[src/rtl/para.sv]
// Shared definitions for the multi-port reductor.
//   HEADER_LEN  : width of the flit-type field at the flit MSBs
//   FLIT_SIZE   : default flit width in bits
//   *_FLIT      : flit-type encodings
//   arb_state_t : arbiter state (unlocked / locked to one port)
package para;

    localparam int HEADER_LEN = 2;
    localparam int FLIT_SIZE  = 64;

    localparam logic [1:0] HEAD_FLIT   = 2'b10;
    localparam logic [1:0] BODY_FLIT   = 2'b00;
    localparam logic [1:0] TAIL_FLIT   = 2'b01;
    localparam logic [1:0] SINGLE_FLIT = 2'b11;

    typedef enum logic {
        ST_IDLE   = 1'b0,
        ST_LOCKED = 1'b1
    } arb_state_t;

endpackage

[src/rtl/flit_fifo.sv]
// Per-channel flit buffer.
//   clk, rst : clock, synchronous active-high reset (empties the buffer)
//   push/din : write din when push and not full
//   pop      : drop the head entry when pop and not empty
//   full     : DEPTH entries held
//   empty    : no entries held
//   head     : oldest entry (meaningful only when not empty)
module flit_fifo #(
    parameter int WIDTH = 64,
    parameter int DEPTH = 4
) (
    input  logic             clk,
    input  logic             rst,
    input  logic             push,
    input  logic [WIDTH-1:0] din,
    input  logic             pop,
    output logic             full,
    output logic             empty,
    output logic [WIDTH-1:0] head
);

    localparam int AW = $clog2(DEPTH);

    logic [WIDTH-1:0] r_mem [DEPTH];
    logic [AW-1:0]    r_rd;
    logic [AW-1:0]    r_wr;
    logic [AW:0]      r_count;

    logic w_push;
    logic w_pop;

    assign full   = (r_count == (AW+1)'(DEPTH));
    assign empty  = (r_count == '0);
    assign head   = r_mem[r_rd];
    assign w_push = push & ~full;
    assign w_pop  = pop & ~empty;

    // Storage carries no reset: contents are only visible through the
    // pointers, which are reset.
    always_ff @(posedge clk) begin
        if (w_push) begin
            r_mem[r_wr] <= din;
        end
    end

    always_ff @(posedge clk) begin
        if (rst) begin
            r_rd    <= '0;
            r_wr    <= '0;
            r_count <= '0;
        end else begin
            if (w_push) begin
                r_wr <= r_wr + AW'(1);
            end
            if (w_pop) begin
                r_rd <= r_rd + AW'(1);
            end
            if (w_push && !w_pop) begin
                r_count <= r_count + (AW+1)'(1);
            end else if (w_pop && !w_push) begin
                r_count <= r_count - (AW+1)'(1);
            end
        end
    end

endmodule

[src/rtl/multi_port_reductor.sv]
// Merges NUM_IN flit channels into one output, keeping packets contiguous.
//   clk, rst  : clock, synchronous active-high reset
//   in_flit   : NUM_IN flits, channel i at [i*FLIT_SIZE +: FLIT_SIZE]
//   in_valid  : per-channel flit valid
//   in_avail  : per-channel buffer not full
//   out_flit  : selected flit (zero when out_valid is low)
//   out_valid : out_flit valid
//   out_avail : downstream accepts a flit this cycle
//   proto_err : sticky protocol-error flag
// Handshake: a transfer happens on a port in every cycle where its valid
// and its avail are both high; neither side waits on the other's signal
// combinationally (avail and out_valid come from registered state only).
module multi_port_reductor
    import para::*;
#(
    parameter int NUM_IN     = 4,
    parameter int FLIT_SIZE  = para::FLIT_SIZE,
    parameter int HEADER_LEN = para::HEADER_LEN,
    parameter int FIFO_DEPTH = 4,
    parameter int CMP_POS    = 61,
    parameter int CMP_LEN    = 8,
    parameter int MODE       = 0
) (
    input  logic                        clk,
    input  logic                        rst,
    input  logic [NUM_IN*FLIT_SIZE-1:0] in_flit,
    input  logic [NUM_IN-1:0]           in_valid,
    output logic [NUM_IN-1:0]           in_avail,
    output logic [FLIT_SIZE-1:0]        out_flit,
    output logic                        out_valid,
    input  logic                        out_avail,
    output logic                        proto_err
);

    localparam int PW = $clog2(NUM_IN);

    localparam logic [HEADER_LEN-1:0] T_HEAD   = HEADER_LEN'(HEAD_FLIT);
    localparam logic [HEADER_LEN-1:0] T_TAIL   = HEADER_LEN'(TAIL_FLIT);
    localparam logic [HEADER_LEN-1:0] T_SINGLE = HEADER_LEN'(SINGLE_FLIT);

    logic [NUM_IN-1:0]     w_full;
    logic [NUM_IN-1:0]     w_empty;
    logic [NUM_IN-1:0]     w_pop;
    logic [NUM_IN-1:0]     w_is_hdr;
    logic [FLIT_SIZE-1:0]  w_head  [NUM_IN];
    logic [HEADER_LEN-1:0] w_type  [NUM_IN];
    logic [CMP_LEN-1:0]    w_field [NUM_IN];

    arb_state_t   r_state;
    logic [PW-1:0] r_rr;
    logic [PW-1:0] r_lock;
    logic          r_perr;

    logic          w_cand_found;
    logic [PW-1:0] w_cand;
    logic [CMP_LEN-1:0] w_best;
    logic [PW:0]   w_sum;
    logic          w_disc_valid;
    logic [PW-1:0] w_disc;
    logic          w_disc_en;
    logic [PW-1:0] w_grant;
    logic          w_out_valid;
    logic          w_xfer;
    logic          w_lock_err;
    logic [HEADER_LEN-1:0] w_gtype;

    genvar g;
    generate
        for (g = 0; g < NUM_IN; g++) begin : g_chan
            flit_fifo #(
                .WIDTH (FLIT_SIZE),
                .DEPTH (FIFO_DEPTH)
            ) u_fifo (
                .clk   (clk),
                .rst   (rst),
                .push  (in_valid[g]),
                .din   (in_flit[g*FLIT_SIZE +: FLIT_SIZE]),
                .pop   (w_pop[g]),
                .full  (w_full[g]),
                .empty (w_empty[g]),
                .head  (w_head[g])
            );
            assign w_type[g]   = w_head[g][FLIT_SIZE-1 -: HEADER_LEN];
            assign w_field[g]  = w_head[g][CMP_POS -: CMP_LEN];
            assign w_is_hdr[g] = ~w_empty[g] &
                                 ((w_type[g] == T_HEAD) || (w_type[g] == T_SINGLE));
        end
    endgenerate

    assign in_avail = ~w_full;

    // Scan candidates in round-robin order starting after r_rr. A later
    // port only wins on a strictly larger field, so ties go to the port
    // nearest after r_rr. In MODE 1 the first candidate always wins.
    always_comb begin
        w_cand_found = 1'b0;
        w_cand       = r_rr;
        w_best       = '0;
        w_sum        = '0;
        for (int k = 1; k <= NUM_IN; k++) begin
            w_sum = {1'b0, r_rr} + (PW+1)'(k);
            if (w_sum >= (PW+1)'(NUM_IN)) begin
                w_sum = w_sum - (PW+1)'(NUM_IN);
            end
            if (w_is_hdr[w_sum[PW-1:0]] &&
                (!w_cand_found || (MODE == 0 && w_field[w_sum[PW-1:0]] > w_best))) begin
                w_cand_found = 1'b1;
                w_cand       = w_sum[PW-1:0];
                w_best       = w_field[w_sum[PW-1:0]];
            end
        end
    end

    // Lowest-index port whose head is a stray BODY/TAIL.
    always_comb begin
        w_disc_valid = 1'b0;
        w_disc       = '0;
        for (int i = NUM_IN - 1; i >= 0; i--) begin
            if (!w_empty[i] && !w_is_hdr[i]) begin
                w_disc_valid = 1'b1;
                w_disc       = PW'(i);
            end
        end
    end

    // While locked, a header at the locked port's head is never emitted:
    // it ends the lock and waits for normal arbitration.
    always_comb begin
        if (r_state == ST_LOCKED) begin
            w_grant     = r_lock;
            w_out_valid = ~w_empty[r_lock] & ~w_is_hdr[r_lock];
        end else begin
            w_grant     = w_cand;
            w_out_valid = w_cand_found;
        end
    end

    assign w_xfer     = w_out_valid & out_avail;
    assign w_disc_en  = (r_state == ST_IDLE) & ~w_out_valid & w_disc_valid;
    assign w_lock_err = (r_state == ST_LOCKED) & w_is_hdr[r_lock] & out_avail;
    assign w_gtype    = w_type[w_grant];

    always_comb begin
        w_pop = '0;
        if (w_xfer) begin
            w_pop[w_grant] = 1'b1;
        end else if (w_disc_en) begin
            w_pop[w_disc] = 1'b1;
        end
    end

    assign out_valid = w_out_valid;
    assign out_flit  = w_out_valid ? w_head[w_grant] : '0;
    assign proto_err = r_perr;

    always_ff @(posedge clk) begin
        if (rst) begin
            r_state <= ST_IDLE;
            r_rr    <= PW'(NUM_IN - 1);
            r_lock  <= '0;
            r_perr  <= 1'b0;
        end else begin
            if (w_xfer) begin
                if (r_state == ST_IDLE) begin
                    r_rr <= w_grant;
                    if (w_gtype == T_HEAD) begin
                        r_state <= ST_LOCKED;
                        r_lock  <= w_grant;
                    end
                end else if (w_gtype == T_TAIL) begin
                    r_state <= ST_IDLE;
                end
            end else if (w_lock_err) begin
                r_state <= ST_IDLE;
                r_perr  <= 1'b1;
            end
            if (w_disc_en) begin
                r_perr <= 1'b1;
            end
        end
    end

endmodule

[config.mk]
export PLATFORM = sky130hd
export DESIGN_NAME = multi_port_reductor
export DESIGN_NICKNAME = d
export VERILOG_FILES = /design/src/rtl/para.sv /design/src/rtl/flit_fifo.sv /design/src/rtl/multi_port_reductor.sv
export SDC_FILE = /design/constraint.sdc
export NUM_CORES = 1
export LEC_CHECK = 0
export ABC_CLOCK_PERIOD_IN_PS = 10100
export BUFFER_PORTS_ARGS = -buffer_cell sky130_fd_sc_hd__buf_4
export CAP_MARGIN = 20
export CELL_PAD_IN_SITES_DETAIL_PLACEMENT = 0
export CELL_PAD_IN_SITES_GLOBAL_PLACEMENT = 1
export CORE_MARGIN = 8
export CORE_UTILIZATION = 40
export CTS_BUF_LIST = sky130_fd_sc_hd__clkbuf_8
export DETAILED_ROUTE_END_ITERATION = 10
export PLACE_DENSITY_LB_ADDON = 0.1
export RECOVER_POWER = 25
export SKIP_CTS_REPAIR_TIMING = 1
export SLEW_MARGIN = 20
export SYNTH_ARGS = -nofsm -noshare
export SYNTH_HDL_FRONTEND = slang
export SYNTH_SLANG_ARGS = --single-unit
[constraint.sdc]
create_clock -name clk -period 10.1 [get_ports clk]
set_clock_uncertainty 0.15 [all_clocks]
set_input_delay 1.515 -clock clk [delete_from_list [all_inputs] [get_ports clk]]
set_output_delay 1.515 -clock clk [all_outputs]
set_load 0.02 [all_outputs]
==> out/qor.yml <==
run_status:
  outcome: "finished, final reports clean"
floorplanning:
  io_pins: 333
  fp.dieW_um: 344
  die-area_um2: 118000
  core_um2: 107000
  die_y_um: 344
  initial_utilization: 0.403
  row_count: 120
clocking:
  cts_made_buffers: 177
  cts.clk_slew.worst_paths_ns: 0.06
  clk-insertion-delay-late_ns: 0.86
  cts_tree: "built"
  cts.sinks: 1066
  htree_levels: 4
  cts_buffer_depth: 3
  cts-root-buf: "clkbuf_8"
pwr:
  p_clk_frac: 0.186
  vdd_drop_max_mv: 0.375
  power_frac_seq: 0.294
  pwr-share-comb: 0.520
  sw_frac_of_total: 0.404
  intPower_mw: 11.1
  power_mw: 18.6
  p_per_area_nw_per_um2: 358
  p_switching_mw: 7.52
  p_leak_nw: 17.4
global_route:
  grt_pass1_wl_um: 175000
  grt.met3_usage: 0.0539
  grt_max_degree: 66
  gr-total-overflow: 0
  grt_usage: 0.207
  use_met1: 0.255
  first_global_vias: 24400
  grtUsageMet2: 0.362
  busiest_layer: "met2"
  antenna_found_initial: 41
routing:
  vias_per_cell: 5.43
  drc: 0
  vias: 23700
  drt_iter0_drc: 1651
  routedWlPerCell_um: 29.0
  drtAntennaViolNets: 0
  first_pass_iters: 5
  finalWirelength_um: 126000
cells_and_area:
  areaGrowthSynthToFinish_pct: 20.8
  finalNetCount: 3108
  drive_gt1_frac: 0.332
  fill_cells: 9077
  final_core_util: 0.487
timing:
  worst_slew_pin_slew_ns: 1.45
  fin_crit_ns: 10.05
  slew_viol_final: 0
  hold_slack_ns: 0.302
  final.period_utilization: 0.995
  fin_ws_ns: 0.0488
  rsz0062_at_grt: "true"
  max_slew_margin: 0.0302
  fmax_mhz: 99.5
  hold_viol: 0
  setup_viol: 0
synthesis:
  synthCells: 2276
  ys.flop_type: "edfxtp_1"
  synth-async-reset-ratio: 0
  synth_edf_count: 1024
  synth-warning-count: 0
  yosysSeqAreaShare: 0.733
  synth.avg_cell_area_um2: 18.9
  syn-num-nets: 2587
  ys_seq_elements: 1066
  synth_cell_type_count: 58
  syn_area_um2: 43100
worst_setup_path:
  crit_required_ns: 8.44
  path_delay_family: "compound AO/OA/AOI/OAI gates"
  worstPathArrival_ns: 8.39
  end_kind: "primary output"
  critical_path.most_common_cell: "and3_4"
  critPathMaxFanout: 8
  slowest_delay_ns: 0.56
  start_kind: "flop"
  critPathBufInv: 3
  crit_path_top_delay_cell: "mux4_2"
  critPathKind: "flop to primary output"
placed_design:
  numPortBuffers: 332
  place_congestion: 0.860
  hpwl_um: 83900
  pre_cts_ws_ns: -0.146
worst_hold_path:
  hold_path_class: "flop to flop"
job:
  maxCapViolCount: 0
[power by group through the flow]
stage	clock network, mW	registers (mW)	logic, mW
finish	3.46	5.47	9.69
global route	3.75	5.51	10.2
CTS	3.57	5.48	7.85
detailed placement	0	5.57	7.81
global placement	0	5.54	7.80
floorplan	0	5.53	4.21
[layout by cell type (no fill, tap or decap), types with 61 or more instances in the layout]
cell | synthesis | routed
edfxtp_1 | 1024 | 1024
buf_4 | 2 | 261
mux4_2 | 258 | 258
nand2_1 | 224 | 219
clkbuf_8 | 0 | 183
clkbuf_1 | 88 | 157
inv_1 | 26 | 92
nor2_1 | 77 | 71
and3_4 | 2 | 63
mux2i_1 | 83 | 61
[worst min-delay path, cell delays in order, from the launching register on]
cell	delay, ns
dfxtp_1	0.31
o21ai_0	0.07
a21oi_1	0.08
[cell families (layout without fill, tap and decap cells)]
group / Yosys count / count (layout) / synth area share
and+or+nand+nor: 452 / 455 / 0.0482
buffers and inverters: 153 / 810 / 0.0150
xor gates and xnor gates: 18 / 18 / 0.00366
adders and majority gates: 48 / 48 / 0.0146
DFF: 1066 / 1066 / 0.733
muxes: 345 / 345 / 0.155
AOI/OAI and AO/OA: 194 / 194 / 0.0302
other: 0 / 20 / 0
[flip-flops by register name, summed over array words and instances (netlist names), named ones only]
register               flops
r_lock                     2
proto_err                  1
g_chan.u_fifo.r_rd         8
r_rr                       2
g_chan.u_fifo.r_mem     1024
r_state                    1
g_chan.u_fifo.r_count     12
g_chan.u_fifo.r_wr         8
[synthesized netlist by cell type (4+ instances only)]
library cell	number	area [um^2]
o21a_1	7	52.6
o22ai_1	10	62.6
buf_2	20	100
nand3_1	5	25.0
fa_1	4	80.1
mux4_2	258	5810
o211ai_1	5	37.5
edfxtp_1	1024	30700
a21o_1	5	37.5
nand2_1	224	841
o21ai_0	18	90.1
inv_1	26	97.6
clkbuf_1	88	330
xnor2_1	9	78.8
nand4_1	5	31.3
and2_1	10	62.6
or3_1	15	93.8
mux2i_1	83	831
nor3_1	13	65.1
and3_1	82	513
buf_1	12	45.0
a31oi_1	6	37.5
nor2b_1	4	25.0
buf_6	5	56.3
ha_1	44	551
nor4_1	4	25.0
a311oi_1	9	78.8
mux2_2	4	45.0
a21oi_1	53	265
nor2_1	77	289
dfxtp_1	42	841
xor2_1	9	78.8
a211oi_1	60	450
[metal layers]
layer	vias to the layer above	share of wire
met5	-	0.00096
met4	18	0.026
met3	201	0.062
met2	677	0.51
met1	12400	0.40
li1	10300	-
[area by class of cell]
cell class                 count  area, um^2  area share
multi-input combinational   1060       12000       0.230
timing repair buffer         466        3340      0.0642
antenna                       20        50.0    0.000962
clock inverter               135         682      0.0131
tap                         1403        1760      0.0337
inverter                      26        97.6     0.00188
sequential                  1066       31600       0.608
clock buffer                 183        2520      0.0484
[final timing paths]
| check | endpoint | start | slack, ns | cells past startpoint |
|---|---|---|---|---|
| max | out_flit[7] | flop | 0.05 | 31 |
| min | flop | g_chan[3].u_fifo.r_rd[1] | 0.30 | 2 |
| max reg2reg | g_chan[0].u_fifo.r_count[2] | flop | 1.10 | 38 |
| min reg2reg | flop | g_chan[3].u_fifo.r_rd[1] | 0.30 | 2 |
[per-stage QoR]
step,TNS (ns),instances,cell area [um^2]
2_1_floorplan,0,2276,43100
3_3_place_gp,-0.777,3974,47700
3_5_place_dp,-0.590,3974,47700
4_1_cts,-52.30,4292,50900
5_1_grt,-7.06,4342,52000
6_report,0,4359,52000
(Power assumes the default switching activity.)
